<file path="src/rtl/clk_div_frac_prog.sv">
// rtl/clk_div_frac_prog.sv - programmable half-integer clock divider, period = DIV2/2 clk cycles
// Optional ratio checking: define CLK_DIV_FRAC_CFG_CHECK_EN to reject ratios below 3 with cfg_err_o.
module clk_div_frac_prog #(
    parameter int CNT_W        = 8,
    parameter int DEFAULT_DIV2 = 7
) (
    input  logic             clk,
    input  logic             rst,
    input  logic             en,
    input  logic             cfg_vld_i,
    input  logic [CNT_W-1:0] cfg_div2_i,
    output logic             cfg_rdy_o,
    output logic             cfg_err_o,
    output logic             clk_out,
    output logic             tick_o
);
    typedef enum logic [1:0] {ST_STOP, ST_RUN, ST_DRAIN} state_t;

    localparam logic [CNT_W-1:0] P_RST = CNT_W'(DEFAULT_DIV2);
    localparam logic [CNT_W-1:0] P_MIN = CNT_W'(3);
    localparam logic [CNT_W-1:0] C1    = CNT_W'(1);
    localparam logic [CNT_W:0]   X1    = (CNT_W+1)'(1);
    localparam logic [CNT_W:0]   X2    = (CNT_W+1)'(2);

    state_t           state;
    logic [CNT_W-1:0] p_act;
    logic [CNT_W-1:0] p_pend;
    logic [CNT_W-1:0] fcnt;
    logic             act;
    logic             q_p;
    logic             n_nxt;
    logic             q_n;

    logic             cfg_take;
    logic             cfg_bad;
    logic [CNT_W-1:0] cfg_val;

    logic             boundary;
    logic             act_nxt;
    logic             tick_nxt;
    logic             hi0;
    logic             hi1;
    logic             hi2;
    logic [CNT_W-1:0] p_nxt;
    logic [CNT_W-1:0] f_nxt;
    logic [CNT_W:0]   x0;

    // A frame is one period for even P and two periods (P clk cycles) for odd P.
    function automatic logic [CNT_W-1:0] frame_len(input logic [CNT_W-1:0] p);
        return p[0] ? p : (p >> 1);
    endfunction

    // Level of clk_out at half-cycle x of a frame.
    function automatic logic high_at(input logic [CNT_W-1:0] p, input logic [CNT_W:0] x);
        logic [CNT_W:0] pe;
        logic [CNT_W:0] c;
        pe = {1'b0, p};
        c  = (pe + X1) >> 1;
        return (x < c) || (p[0] && (x >= pe) && (x < pe + c));
    endfunction

    assign cfg_take = cfg_vld_i && cfg_rdy_o;

`ifdef CLK_DIV_FRAC_CFG_CHECK_EN
    assign cfg_bad = (cfg_div2_i < P_MIN);
    assign cfg_val = cfg_div2_i;

    always_ff @(posedge clk) begin
        if (rst) begin
            cfg_err_o <= 1'b0;
        end else begin
            cfg_err_o <= cfg_take && cfg_bad;
        end
    end
`else
    assign cfg_bad   = 1'b0;
    assign cfg_val   = (cfg_div2_i < P_MIN) ? P_MIN : cfg_div2_i;
    assign cfg_err_o = 1'b0;
`endif

    always_comb begin
        boundary = !act || (fcnt == frame_len(p_act) - C1);
        p_nxt    = (boundary && !cfg_rdy_o) ? p_pend : p_act;
        act_nxt  = boundary ? (state == ST_RUN) : 1'b1;
        f_nxt    = boundary ? '0 : fcnt + C1;
        x0       = {f_nxt, 1'b0};
        hi0      = high_at(p_nxt, x0);
        hi1      = high_at(p_nxt, x0 + X1);
        hi2      = high_at(p_nxt, x0 + X2);
        tick_nxt = act_nxt && ((f_nxt == '0) || (p_nxt[0] && ((x0 + X1) == {1'b0, p_nxt})));
    end

    // q_p covers the two half-cycles of this cycle; n_nxt is re-timed onto the
    // falling edge and covers the low half plus the next high half. High runs are
    // at least two half-cycles long, so OR-ing the pair reproduces the waveform.
    always_ff @(posedge clk) begin
        if (rst) begin
            state     <= ST_STOP;
            p_act     <= P_RST;
            p_pend    <= P_RST;
            fcnt      <= '0;
            act       <= 1'b0;
            q_p       <= 1'b0;
            n_nxt     <= 1'b0;
            tick_o    <= 1'b0;
            cfg_rdy_o <= 1'b1;
        end else begin
            act    <= act_nxt;
            fcnt   <= f_nxt;
            p_act  <= p_nxt;
            q_p    <= act_nxt && hi0 && hi1;
            n_nxt  <= act_nxt && hi1 && hi2;
            tick_o <= tick_nxt;

            if (boundary && !cfg_rdy_o) begin
                cfg_rdy_o <= 1'b1;
            end else if (cfg_take && !cfg_bad) begin
                p_pend    <= cfg_val;
                cfg_rdy_o <= 1'b0;
            end

            case (state)
                ST_STOP:  if (en) state <= ST_RUN;
                ST_RUN:   if (!en) state <= ST_DRAIN;
                ST_DRAIN: begin
                    if (en) begin
                        state <= ST_RUN;
                    end else if (!act_nxt) begin
                        state <= ST_STOP;
                    end
                end
                default:  state <= ST_STOP;
            endcase
        end
    end

    always_ff @(negedge clk) begin
        if (rst) begin
            q_n <= 1'b0;
        end else begin
            q_n <= n_nxt;
        end
    end

    assign clk_out = q_p | q_n;

endmodule
</file>
<file path="config.mk">
export PLATFORM = sky130hd
export DESIGN_NAME = clk_div_frac_prog
export DESIGN_NICKNAME = d
export VERILOG_FILES = /design/src/rtl/clk_div_frac_prog.sv
export SDC_FILE = /design/constraint.sdc
export NUM_CORES = 1
export LEC_CHECK = 0
export ABC_AREA = 1
export BUFFER_PORTS_ARGS = -buffer_cell sky130_fd_sc_hd__buf_2
export CAP_MARGIN = 20
export CORE_MARGIN = 5
export CORE_UTILIZATION = 58
export CTS_CLUSTER_DIAMETER = 120
export DETAILED_ROUTE_END_ITERATION = 16
export PLACE_DENSITY = 0.79
export SETUP_SLACK_MARGIN = 0.05
export SYNTH_ARGS = -nofsm -noshare
export SYNTH_HDL_FRONTEND = slang
export SYNTH_SLANG_ARGS = --single-unit
</file>
<file path="constraint.sdc">
create_clock -name clk -period 8 [get_ports clk]
set_clock_uncertainty 0.05 [all_clocks]
set_input_delay 0.8 -clock clk [delete_from_list [all_inputs] [get_ports clk]]
set_output_delay 0.8 -clock clk [all_outputs]
set_load 0.005 [all_outputs]
</file>
# ---- Word-level counts from Yosys, hierarchy flattened
# Cells that the tools add are included.
dict set report classes {
  div 0
  n_eq_ne 7
  muxes 10
  addsub 6
  mul 0
  order_cmp 10
  shifts 0
  n_reduce_logical 26
  bitwise_logic 2
}
# cell count
set op_table {}
lappend op_table {{$mux W8} 4}
lappend op_table {{$ge A9 B8 Y1} 3}
lappend op_table {{$lt A9 B8 Y1} 3}
lappend op_table {{$lt A9 B9 Y1} 3}
lappend op_table {{$logic_and A1 B1 Y1} 14}
lappend op_table {{$add A8 B1 Y9 const B} 1}
lappend op_table {{$add A8 B8 Y9} 1}
lappend op_table {{$add A9 B1 Y9 const B} 1}
lappend op_table {{$add A9 B2 Y9 const B} 1}
lappend op_table {{$eq A9 B8 Y1} 1}
lappend op_table {{$add A8 B1 Y8 const B} 1}
lappend op_table {{$eq A8 B8 Y1} 1}
lappend op_table {{$logic_not A8 Y1} 1}
lappend op_table {{$lt A8 B2 Y1 const B} 1}
lappend op_table {{$mux W2} 4}
lappend op_table {{$sub A8 B1 Y8 const B} 1}
lappend op_table {{$pmux W2 S3} 1}
lappend op_table {{$logic_or A1 B1 Y1} 5}
lappend op_table {{$ne A2 B2 Y1 const B} 2}
lappend op_table {{$ne A3 B3 Y1 const B} 1}
lappend op_table {{$reduce_and A3 Y1} 1}
lappend op_table {{$eq A2 B1 Y1 const B} 1}
lappend op_table {{$eq A2 B2 Y1 const B} 1}
lappend op_table {{$logic_not A1 Y1} 2}
lappend op_table {{other kinds (6)} 6}
dict set report word_totals {
  memories 0
  ramBits 0
  latch_bits 0
  in_bits 12
  elab_cells 71
  mem_bits_ro 0
  reg_bits 32
  out_inout_bits 4
}

# ---- Logic depth before layout (Yosys ltp)
# Gate-level depths: netlist (run 1).
dict set report logic_depth {
  ltp_word 13
  ltp_mapped 41
  mapped_depth_nobuf 40
}

==> results.tsv, run 1 <==
metric	value	unit
core box area	5956	µm²
RSZ-0062 raised after global routing	no	
Post-synth EDFFs	0	
initial antenna violation count	0	
Vias/cell	5.479	
most frequent CP cell	nand2_1	
fin crit share	73.74	%
Die ar.	7814	µm²
Req. time, crit path	8.17	ns
Routed Wire Length	8953	µm
Die W	88.40	µm
grt ovf	0	
# Post-CTS Setup Buffers	0	
DP Area	3686	µm²
vias	3430	
H-tree levels	2	
final core occ	63.76	%
register area share after synthesis	17.97	%
Worst Hold End	p_pend[5]$_SDFFE_PP0P_	
final std cells w/o fill	626	
Setup TNS	0	ns
Initial DRT Pass Iterations	5	
Yosys top cell by area	ha_1	
Post-Synthesis Cell Area	3565	µm²
leakage power	2.052	nW
synth unique cells	47	
maximum clock rate	169.5	MHz
#FFs+latches synth	32	
Cell Pwr Density	160.5	nW/µm²
Max FO, Critical Path	18	
placed cell count	618	
status	finished clean	
commonest cells after routing, fill and taps aside	107 x nand2_1, 91 x inv_1, 59 x nor2_1, 56 x ha_1, 38 x nand3_1	
clk_lat worst skew	0.29	ns
hold buffers post-CTS	0	
first-pass GRT wire length	14740	µm
Hold WC Path Type	reg2reg	
RR Startpoint	p_act[0]$_SDFF_PP1_	
vias in the first global route	3203	
Crit path arrival time	6.07	ns
DRC viols	0	
GPL Wtd Cong	0.9828	
Clock Path Buffers	2	
reg2reg end	q_p$_SDFF_PP0_	
# diodes	0	
Hold Startpoint	p_pend[5]$_SDFFE_PP0P_	
hpwl dp	7348	µm
Die Y	88.40	µm
Post-Layout Inst Area	3797	µm²
antenna-violating nets left	0	
Layout area overhead	6.529	%
Num CTS Buffers	5	
TritonCTS sink count	32	
Hold Path Depth	2	
largest net degree at the start of global routing	19	
Reg clk slew, reported paths	0.07	ns
Avg Inst Size Synth	6.663	µm²
Worst Setup Start Kind	flop	
post-synthesis cell count	535	
register-to-register setup slack	2.10	ns
min cycle time layout	5.899	ns
most used flip-flop cell after synthesis	dfxtp_1	
VDD IR-drop max	0.1229	mV
layout net count	618	
row count	28	
Setup CP Type	reg2reg	
fin. max-slew vios	0	
# IOs	16	
Async SR Flop Fraction	0	%
initial DRC count	211	
Total GRT Usage	24.01	%
YS warnings	0	
worst slew pin tran	0.8930	ns
syn_nets	603	
R2R cell count	31	
top cells by area, synth	ha_1 20%, dfxtp_1 18%, nand2_1 11%	
drt wl/cell	14.30	µm
PostCTS Resize Cnt	0	
CTS tree	yes	
Root Buffer	clkbuf_8	
Initial Util	59.85	%
layout cells sized above 1	11.07	%
Worst Setup End Kind	flop	
PortBufs	14	
Setup Viol. Count Final	0	
critical path's slowest cell	dfxtp_1	
Worst path max stage delay	0.78	ns
Final Hold Fails	0	
slew margin rel.	39.84	%
commonest non-fill, non-tap cell in the layout	nand2_1	
Yosys top cell area share	19.66	%
# Max-Cap Violations	0	
power breakdown:
group | switching [mW] | internal, mW
Combinational | 0.174 | 0.0999
Clock | 0.0641 | 0.0925
Sequential | 0.00917 | 0.169
Total | 0.248 | 0.362
logic make-up (layout without fill, tap and decap cells):
| logic type | count (synthesis) | count (layout) | share of synthesized area, % |
|---|---|---|---|
| fa+ha+maj | 56 | 56 | 19.66 |
| buf+inv | 102 | 118 | 11.37 |
| compound gates | 76 | 76 | 12.99 |
| simple gates | 250 | 250 | 33.10 |
| flops | 32 | 32 | 17.97 |
| xor+xnor | 18 | 18 | 4.809 |
| other cells | 1 | 1 | 0.1052 |
synthesized netlist by cell type, types with 4 or more instances:
cell type and n:
nand4_1 5, xor2_1 15, nor3_1 5, o21ai_0 21, nand3_2 6, o211ai_1 5, inv_2 4, nor2_1 59
a21oi_1 28, nand2_1 107, nor4_1 4, dfxtp_1 32, nand3_1 38, inv_1 91, nand2_2 13, ha_1 56
flip-flops by register name, indices dropped and copies added, names as in the netlist:
register and flops:
p_pend 8, q_n 1, state 2, fcnt 8
n_nxt 1, p_act 8, q_p 1, act 1
tick_o 1, cfg_rdy_o 1
routing by layer:
layer / share of wire [%] / routed length [µm] / global-route usage, % / vias to the layer above
met5: 0 / 0 / 0 / -
met4: 1.9 / 171 / 5.357 / 0
met3: 6.8 / 609 / 5.121 / 18
met2: 47 / 4164 / 41.33 / 118
met1: 45 / 4008 / 30.85 / 1536
li1: - / - / - / 1758
worst max-delay path by stage:
| stage | startpoint | end | slack [ns] | cells after the start |
|---|---|---|---|---|
| after floorplan | q_n$_SDFF_NP0_ | clk_out | 2.59 | 1 |
| after global placement | p_act[0]$_SDFF_PP1_ | q_p$_SDFF_PP0_ | 2.32 | 34 |
| after detailed placement | p_act[0]$_SDFF_PP1_ | q_p$_SDFF_PP0_ | 2.26 | 33 |
| after CTS | q_n$_SDFF_NP0_ | clk_out | 2.11 | 2 |
| after global routing | p_act[0]$_SDFF_PP1_ | q_p$_SDFF_PP0_ | 1.57 | 36 |
| final | p_act[0]$_SDFF_PP1_ | q_p$_SDFF_PP0_ | 2.10 | 31 |
through the flow:
step / setup WS (ns) / hold WS [ns] / total power, mW
after floorplan: 2.592 / 0.3739 / 0.3887
after CTS: 2.115 / 0.4381 / 0.6055
final: 2.101 / 0.4344 / 0.6094
after global placement: 2.321 / 0.4215 / 0.4419
after global routing: 1.570 / 0.4746 / 0.6530
after detailed placement: 2.262 / 0.4255 / 0.4504
critical path, delay by kind of cell (launching register included):
family                     cells  cell delay, ns
and+or+nand+nor               18            1.87
AOI/OAI and AO/OA              6            1.46
adders and majority gates      3            0.97
DFF                            1            0.78
xor gates and xnor gates       2            0.41
buffers and inverters          2            0.29
layout make-up:
| type | count | area (µm²) |
|---|---|---|
| Clock buffer | 5 | 68.82 |
| Fill cell | 543 | 2158 |
| Tap cell | 75 | 93.84 |
| Sequential cell | 32 | 640.6 |
| Inverter | 95 | 359.1 |
| Timing Repair Buffer | 14 | 70.07 |
| Clock inverter | 4 | 46.29 |
| Multi-Input combinational cell | 401 | 2519 |
(Power assumes the default switching activity.)
==> run 2: changes to the inputs <==
==> constraint.sdc (replaced) <==
create_clock -name clk -period 6.2 [get_ports clk]
set_clock_uncertainty 0.05 [all_clocks]
set_input_delay 0.62 -clock clk [delete_from_list [all_inputs] [get_ports clk]]
set_output_delay 0.62 -clock clk [all_outputs]
set_load 0.005 [all_outputs]
==> run 2 against run 1 <==
Compared with the run above: final cell count rose by 0.32%; maximum frequency rose by 4.3%; critical path type unchanged; via count rose by 0.29%; combinational power rose by 30%; first-iteration DRC count rose by 10%; critical path depth rose by 7; register-to-register slack got worse by 1.6 ns; design area rose by 1.1%; global-route usage rose by 0.86 points; largest power group unchanged; core utilization rose by 0.67 points; die area did not move; largest cell class unchanged.
==> results.tsv, run 2 (synthesized netlist as in run 1, its figures left out) <==
metric	value	unit	change
status	finished clean		
Post-Layout Inst Area	3837	µm²	+1.1%
TritonCTS sink count	32		unchanged
clk_lat worst skew	0.30	ns	about the same
min cycle time layout	5.656	ns	-0.2430 ns
Vias/cell	5.478		about the same
fin. max-slew vios	0		unchanged
hold buffers post-CTS	0		unchanged
Worst Setup End Kind	flop		
Hold WC Path Type	reg2reg		
CTS tree	yes		
initial antenna violation count	0		unchanged
antenna-violating nets left	0		unchanged
drt wl/cell	14.59	µm	+2.0%
first-pass GRT wire length	15100	µm	+2.5%
Num CTS Buffers	5		unchanged
layout cells sized above 1	11.75	%	+0.68 points
DP Area	3701	µm²	+0.41%
H-tree levels	2		unchanged
initial DRC count	232		+10%
Setup Viol. Count Final	0		unchanged
Req. time, crit path	6.37	ns	-1.80 ns
maximum clock rate	176.8	MHz	+4.3%
placed cell count	620		+0.32%
# diodes	0		unchanged
GPL Wtd Cong	1.061		+7.9%
# Max-Cap Violations	0		unchanged
Setup TNS	0	ns	unchanged
grt ovf	0		unchanged
vias in the first global route	3195		-0.25%
largest net degree at the start of global routing	19		unchanged
# Post-CTS Setup Buffers	0		unchanged
CP delay by family, top	simple AND/OR/NAND/NOR gates		
leakage power	2.074	nW	+1.1%
Worst path max stage delay	0.44	ns	-0.34 ns
Die ar.	7814	µm²	unchanged
RR Startpoint	p_act[0]$_SDFF_PP1_		
Layout area overhead	7.652	%	
source of the critical timing path	p_act[0]$_SDFF_PP1_		
fin crit share	91.22	%	+17 points
leading registers by flop count	fcnt (8), p_act (8), p_pend (8)		
commonest non-fill, non-tap cell in the layout	nand2_1		
Initial DRT Pass Iterations	5		unchanged
Root Buffer	clkbuf_8		
Hold Startpoint	p_pend[4]$_SDFFE_PP0P_		
# IOs	16		unchanged
Clock Path Buffers	2		unchanged
layout net count	620		+0.32%
Reg clk slew, reported paths	0.07	ns	about the same
commonest cells after routing, fill and taps aside	107 x nand2_1, 91 x inv_1, 59 x nor2_1, 56 x ha_1, 38 x nand3_1		
slew margin rel.	43.61	%	+3.8 points
Setup CP Type	reg2reg		
hpwl dp	7401	µm	+0.73%
DRC viols	0		unchanged
RSZ-0062 raised after global routing	no		
worst slew pin tran	0.8370	ns	-0.05593 ns
crit path buf inv count	4		+2
Routed Wire Length	9163	µm	+2.3%
Die W	88.40	µm	unchanged
VDD IR-drop max	0.1301	mV	+5.9%
Hold Slack	0.4110	ns	-0.02340 ns
most frequent CP cell	nand2_1		
Worst Setup Start Kind	flop		
Cell Pwr Density	209.5	nW/µm²	+31%
Max FO, Critical Path	18		unchanged
Crit path arrival time	5.83	ns	-0.24 ns
core box area	5956	µm²	unchanged
final std cells w/o fill	628		+0.32%
row count	28		unchanged
vias	3440		+0.29%
Initial Util	59.85	%	unchanged
PortBufs	14		unchanged
Final Hold Fails	0		unchanged
critical path's slowest cell	dfxtp_1		
Die Y	88.40	µm	unchanged
Total GRT Usage	24.87	%	+0.86 points
[run 2: changes by cell type in the layout (fill, tap and decap cells not counted), sizes merged]
| cell | previous run | this run |
|---|---|---|
| clkinv | 0 | 1 |
| clkbuf | 5 | 6 |
| buf | 14 | 16 |
| clkinvlp | 2 | 0 |
[run 2: final timing paths]
path | end | slack (ns) | cells after the start
worst max-delay path | q_p$_SDFF_PP0_ | 0.54 | 38
worst min-delay path | p_pend[4]$_SDFFE_PP0P_ | 0.41 | 2
worst max register to register | q_p$_SDFF_PP0_ | 0.54 | 38
worst min register to register | p_pend[4]$_SDFFE_PP0P_ | 0.41 | 2
[run 2: worst register-to-register path, delay by kind of cell, from the launching register on]
kind                       cells  cell delay [ns]
DFF                            1             0.44
xor gates and xnor gates       1             0.27
buffers and inverters          4             0.43
adders and majority gates      4             1.08
AOI/OAI and AO/OA              5             0.95
and+or+nand+nor               24             2.39
[run 2: layer usage]
| layer | routed length (µm) | vias to the layer above | track usage (%) |
|---|---|---|---|
| li1 | - | 1760 | - |
| met1 | 4198 | 1549 | 33.09 |
| met2 | 4120 | 104 | 40.24 |
| met3 | 586 | 27 | 5.214 |
| met4 | 258 | 0 | 8.104 |
| met5 | 0 | - | 0 |
[run 2: stage by stage]
stage | util (%) | total power [mW] | setup slack, ns
after floorplan | - | 0.5016 | 1.493
after global placement | 62.14 | 0.5733 | 0.7633
after detailed placement | 62.14 | 0.5826 | 0.6228
after CTS | 64.10 | 0.7965 | 0.5384
after global routing | 64.43 | 0.8654 | 0.06354
final | 64.43 | 0.8040 | 0.5442
[run 2: area by class of cell]
class | instances | area, µm²
clock inverters | 3 | 37.54
repair buffers | 16 | 85.08
multi-input cells | 401 | 2539
fillers | 549 | 2118
well taps | 75 | 93.84
clock buffers | 6 | 82.58
inverters | 95 | 359.1
flip-flops and latches | 32 | 640.6
[run 2: where the power goes]
part	switching, mW	total (mW)	internal [mW]
registers	0.0104	0.229	0.218
logic	0.226	0.357	0.131
clock network	0.0876	0.218	0.130
total	0.324	0.804	0.480
[run 2: what timing repair did]
action / 4_1_cts / 5_1_grt
endpoints found under the setup margin: 0 / 2
resized for setup: 0 / 3
hold endpoints to repair: 0 / 0
==> run 3: changes to the inputs <==
--- a/config.mk
+++ b/config.mk
@@ -14,6 +14,7 @@
 export DETAILED_ROUTE_END_ITERATION = 16
 export PLACE_DENSITY = 0.79
 export SETUP_SLACK_MARGIN = 0.05
+export SLEW_MARGIN = 0
 export SYNTH_ARGS = -nofsm -noshare
 export SYNTH_HDL_FRONTEND = slang
 export SYNTH_SLANG_ARGS = --single-unit
==> constraint.sdc (replaced) <==
create_clock -name clk -period 6.9 [get_ports clk]
set_clock_uncertainty 0.05 [all_clocks]
set_input_delay 0.69 -clock clk [delete_from_list [all_inputs] [get_ports clk]]
set_output_delay 0.69 -clock clk [all_outputs]
set_load 0.005 [all_outputs]
==> run 3 against run 2 <==
Compared with the run above: critical path depth down 2; core utilization down 1.1 points; die area stayed put; combinational power decreased by 12%; via count up 0.67%; worst hold slack improved by 0.0051 ns; maximum frequency decreased by 2.5%; design area down 1.7%; count of clock-buffer cells in the layout down 1; first-iteration DRC count down 17%.
==> results.tsv, run 3 (synthesized netlist as in run 1, its figures left out) <==
metric	value	unit	change
status	finished clean		
Crit path depth	36		-5.3%
Flop pwr share	31.1	%	+2.7 points
Routed Wire Length	8888	µm	-3.0%
Setup Viol. Count Final	0		unchanged
CTS tree	yes		
# IOs	16		unchanged
Worst path max stage delay	0.78	ns	+0.34 ns
Reg clk slew, reported paths	0.08	ns	about the same
drt wl/cell	14.20	µm	-2.7%
most frequent CP cell	nand2_1		
# Max-Cap Violations	0		unchanged
PostCTS Resize Cnt	0		unchanged
largest net degree at the start of global routing	19		unchanged
Die ar.	7814	µm²	unchanged
Root Buffer	clkbuf_8		
commonest non-fill, non-tap cell in the layout	nand2_1		
PortBufs	14		unchanged
critical path's slowest cell	dfxtp_1		
crit path buf inv count	4		unchanged
Cell Pwr Density	176.9	nW/µm²	-16%
Setup TNS	0	ns	unchanged
TritonCTS sink count	32		unchanged
placed cell count	618		-0.32%
GPL Wtd Cong	0.9901		-6.7%
leakage power	2.046	nW	-1.4%
Switching Fraction	42.83	%	+2.5 points
DRC viols	0		unchanged
H-tree levels	2		unchanged
# Post-CTS Setup Buffers	0		unchanged
Net Switching	286.0	µW	-12%
# diodes	0		unchanged
fin crit share	84.10	%	-7.1 points
fin. max-slew vios	0		unchanged
Num CTS Buffers	5		unchanged
Crit path arrival time	5.98	ns	+0.15 ns
leading registers by flop count	fcnt (8), p_act (8), p_pend (8)		
vias	3463		+0.67%
vias in the first global route	3309		+3.6%
Worst Setup Start Kind	flop		
first-pass GRT wire length	15060	µm	-0.28%
Max FO, Critical Path	18		unchanged
commonest cells after routing, fill and taps aside	107 x nand2_1, 91 x inv_1, 59 x nor2_1, 56 x ha_1, 38 x nand3_1		
clock share of power	22.1	%	-5.0 points
Die W	88.40	µm	unchanged
clk_lat worst skew	0.28	ns	-0.02 ns
Worst Setup End Kind	flop		
core box area	5956	µm²	unchanged
Initial DRT Pass Iterations	5		unchanged
Req. time, crit path	7.08	ns	+0.71 ns
row count	28		unchanged
Total GRT Usage	24.25	%	-0.62 points
Hold WC Path Type	reg2reg		
grt ovf	0		unchanged
CP delay by family, top	simple AND/OR/NAND/NOR gates		
Die Y	88.40	µm	unchanged
VDD IR-drop max	0.1920	mV	+48%
Initial Util	59.85	%	unchanged
initial DRC count	193		-17%
layout net count	618		-0.32%
R2R cell count	36		-5.3%
hpwl dp	7408	µm	about the same
Setup CP Type	reg2reg		
Clock Path Buffers	2		unchanged
maximum clock rate	172.3	MHz	-2.5%
antenna-violating nets left	0		unchanged
slew margin rel.	43.89	%	+0.29 points
Vias/cell	5.532		+0.99%
Layout area overhead	5.862	%	
min cycle time layout	5.803	ns	+0.1474 ns
worst slew pin tran	0.8328	ns	-0.004254 ns
initial antenna violation count	0		unchanged
Final Hold Fails	0		unchanged
final std cells w/o fill	626		-0.32%
Logic pwr share	46.8	%	+2.4 points
Hold Path Depth	2		unchanged
hold buffers post-CTS	0		unchanged
Pint	381.7	µW	-20%
RSZ-0062 raised after global routing	no		
layout cells sized above 1	11.07	%	-0.68 points
## run 3: changes by cell type in the layout (fill, tap and decap cells not counted), sizes merged
cell      before  now
buf           16   14
bufinv         1    0
clkbuf         6    5
clkinv         1    2
clkinvlp       0    1
## run 3: through the flow
stage	utilization (%)	hold WS, ns	worst slack (ns)	total power, mW	instance area (µm²)
2_1_floorplan	-	0.3739	2.152	0.4507	3565
3_3_place_gp	61.89	0.4059	1.309	0.5123	3686
3_5_place_dp	61.89	0.4066	1.191	0.5210	3686
4_1_cts	63.36	0.4176	1.169	0.6669	3774
5_1_grt	63.36	0.4372	0.5414	0.7244	3774
6_report	63.36	0.4160	1.097	0.6677	3774
## run 3: final timing paths
kind	start	to	slack (ns)
max	p_act[0]$_SDFF_PP1_	n_nxt$_SDFF_PP0_	1.10
min	p_pend[5]$_SDFFE_PP0P_	p_pend[5]$_SDFFE_PP0P_	0.42
max reg2reg	p_act[0]$_SDFF_PP1_	n_nxt$_SDFF_PP0_	1.10
min reg2reg	p_pend[5]$_SDFFE_PP0P_	p_pend[5]$_SDFFE_PP0P_	0.42
## run 3: power groups by stage
stage | combinational (mW) | sequential (mW) | clock [mW]
after CTS | 0.310 | 0.207 | 0.150
after floorplan | 0.243 | 0.206 | 0.00181
after global placement | 0.300 | 0.210 | 0.00181
final | 0.313 | 0.208 | 0.147
after detailed placement | 0.308 | 0.211 | 0.00181
after global routing | 0.356 | 0.209 | 0.160
## run 3: layer usage
metal | up-vias | GRT usage, % | wire, µm
met5 | - | 0 | 0
li1 | 1760 | - | -
met4 | 0 | 6.731 | 152
met3 | 19 | 3.538 | 476
met2 | 97 | 40.86 | 4210
met1 | 1587 | 32.30 | 4049
## run 3: layout make-up
class | count | area (µm²)
repair buffers | 14 | 70.07
inverters | 95 | 359.1
flip-flops and latches | 32 | 640.6
clock inverters | 4 | 22.52
multi-input cells | 401 | 2519
fillers | 553 | 2182
well taps | 75 | 93.84
clock buffers | 5 | 68.82
## run 3: worst reg2reg max path: cells and delay by family (launching register included)
family / cells / cell delay, ns
DFF: 1 / 0.78
AOI/OAI and AO/OA: 5 / 0.96
buffers and inverters: 4 / 0.35
xor gates and xnor gates: 1 / 0.34
and+or+nand+nor: 23 / 2.39
adders and majority gates: 3 / 0.90
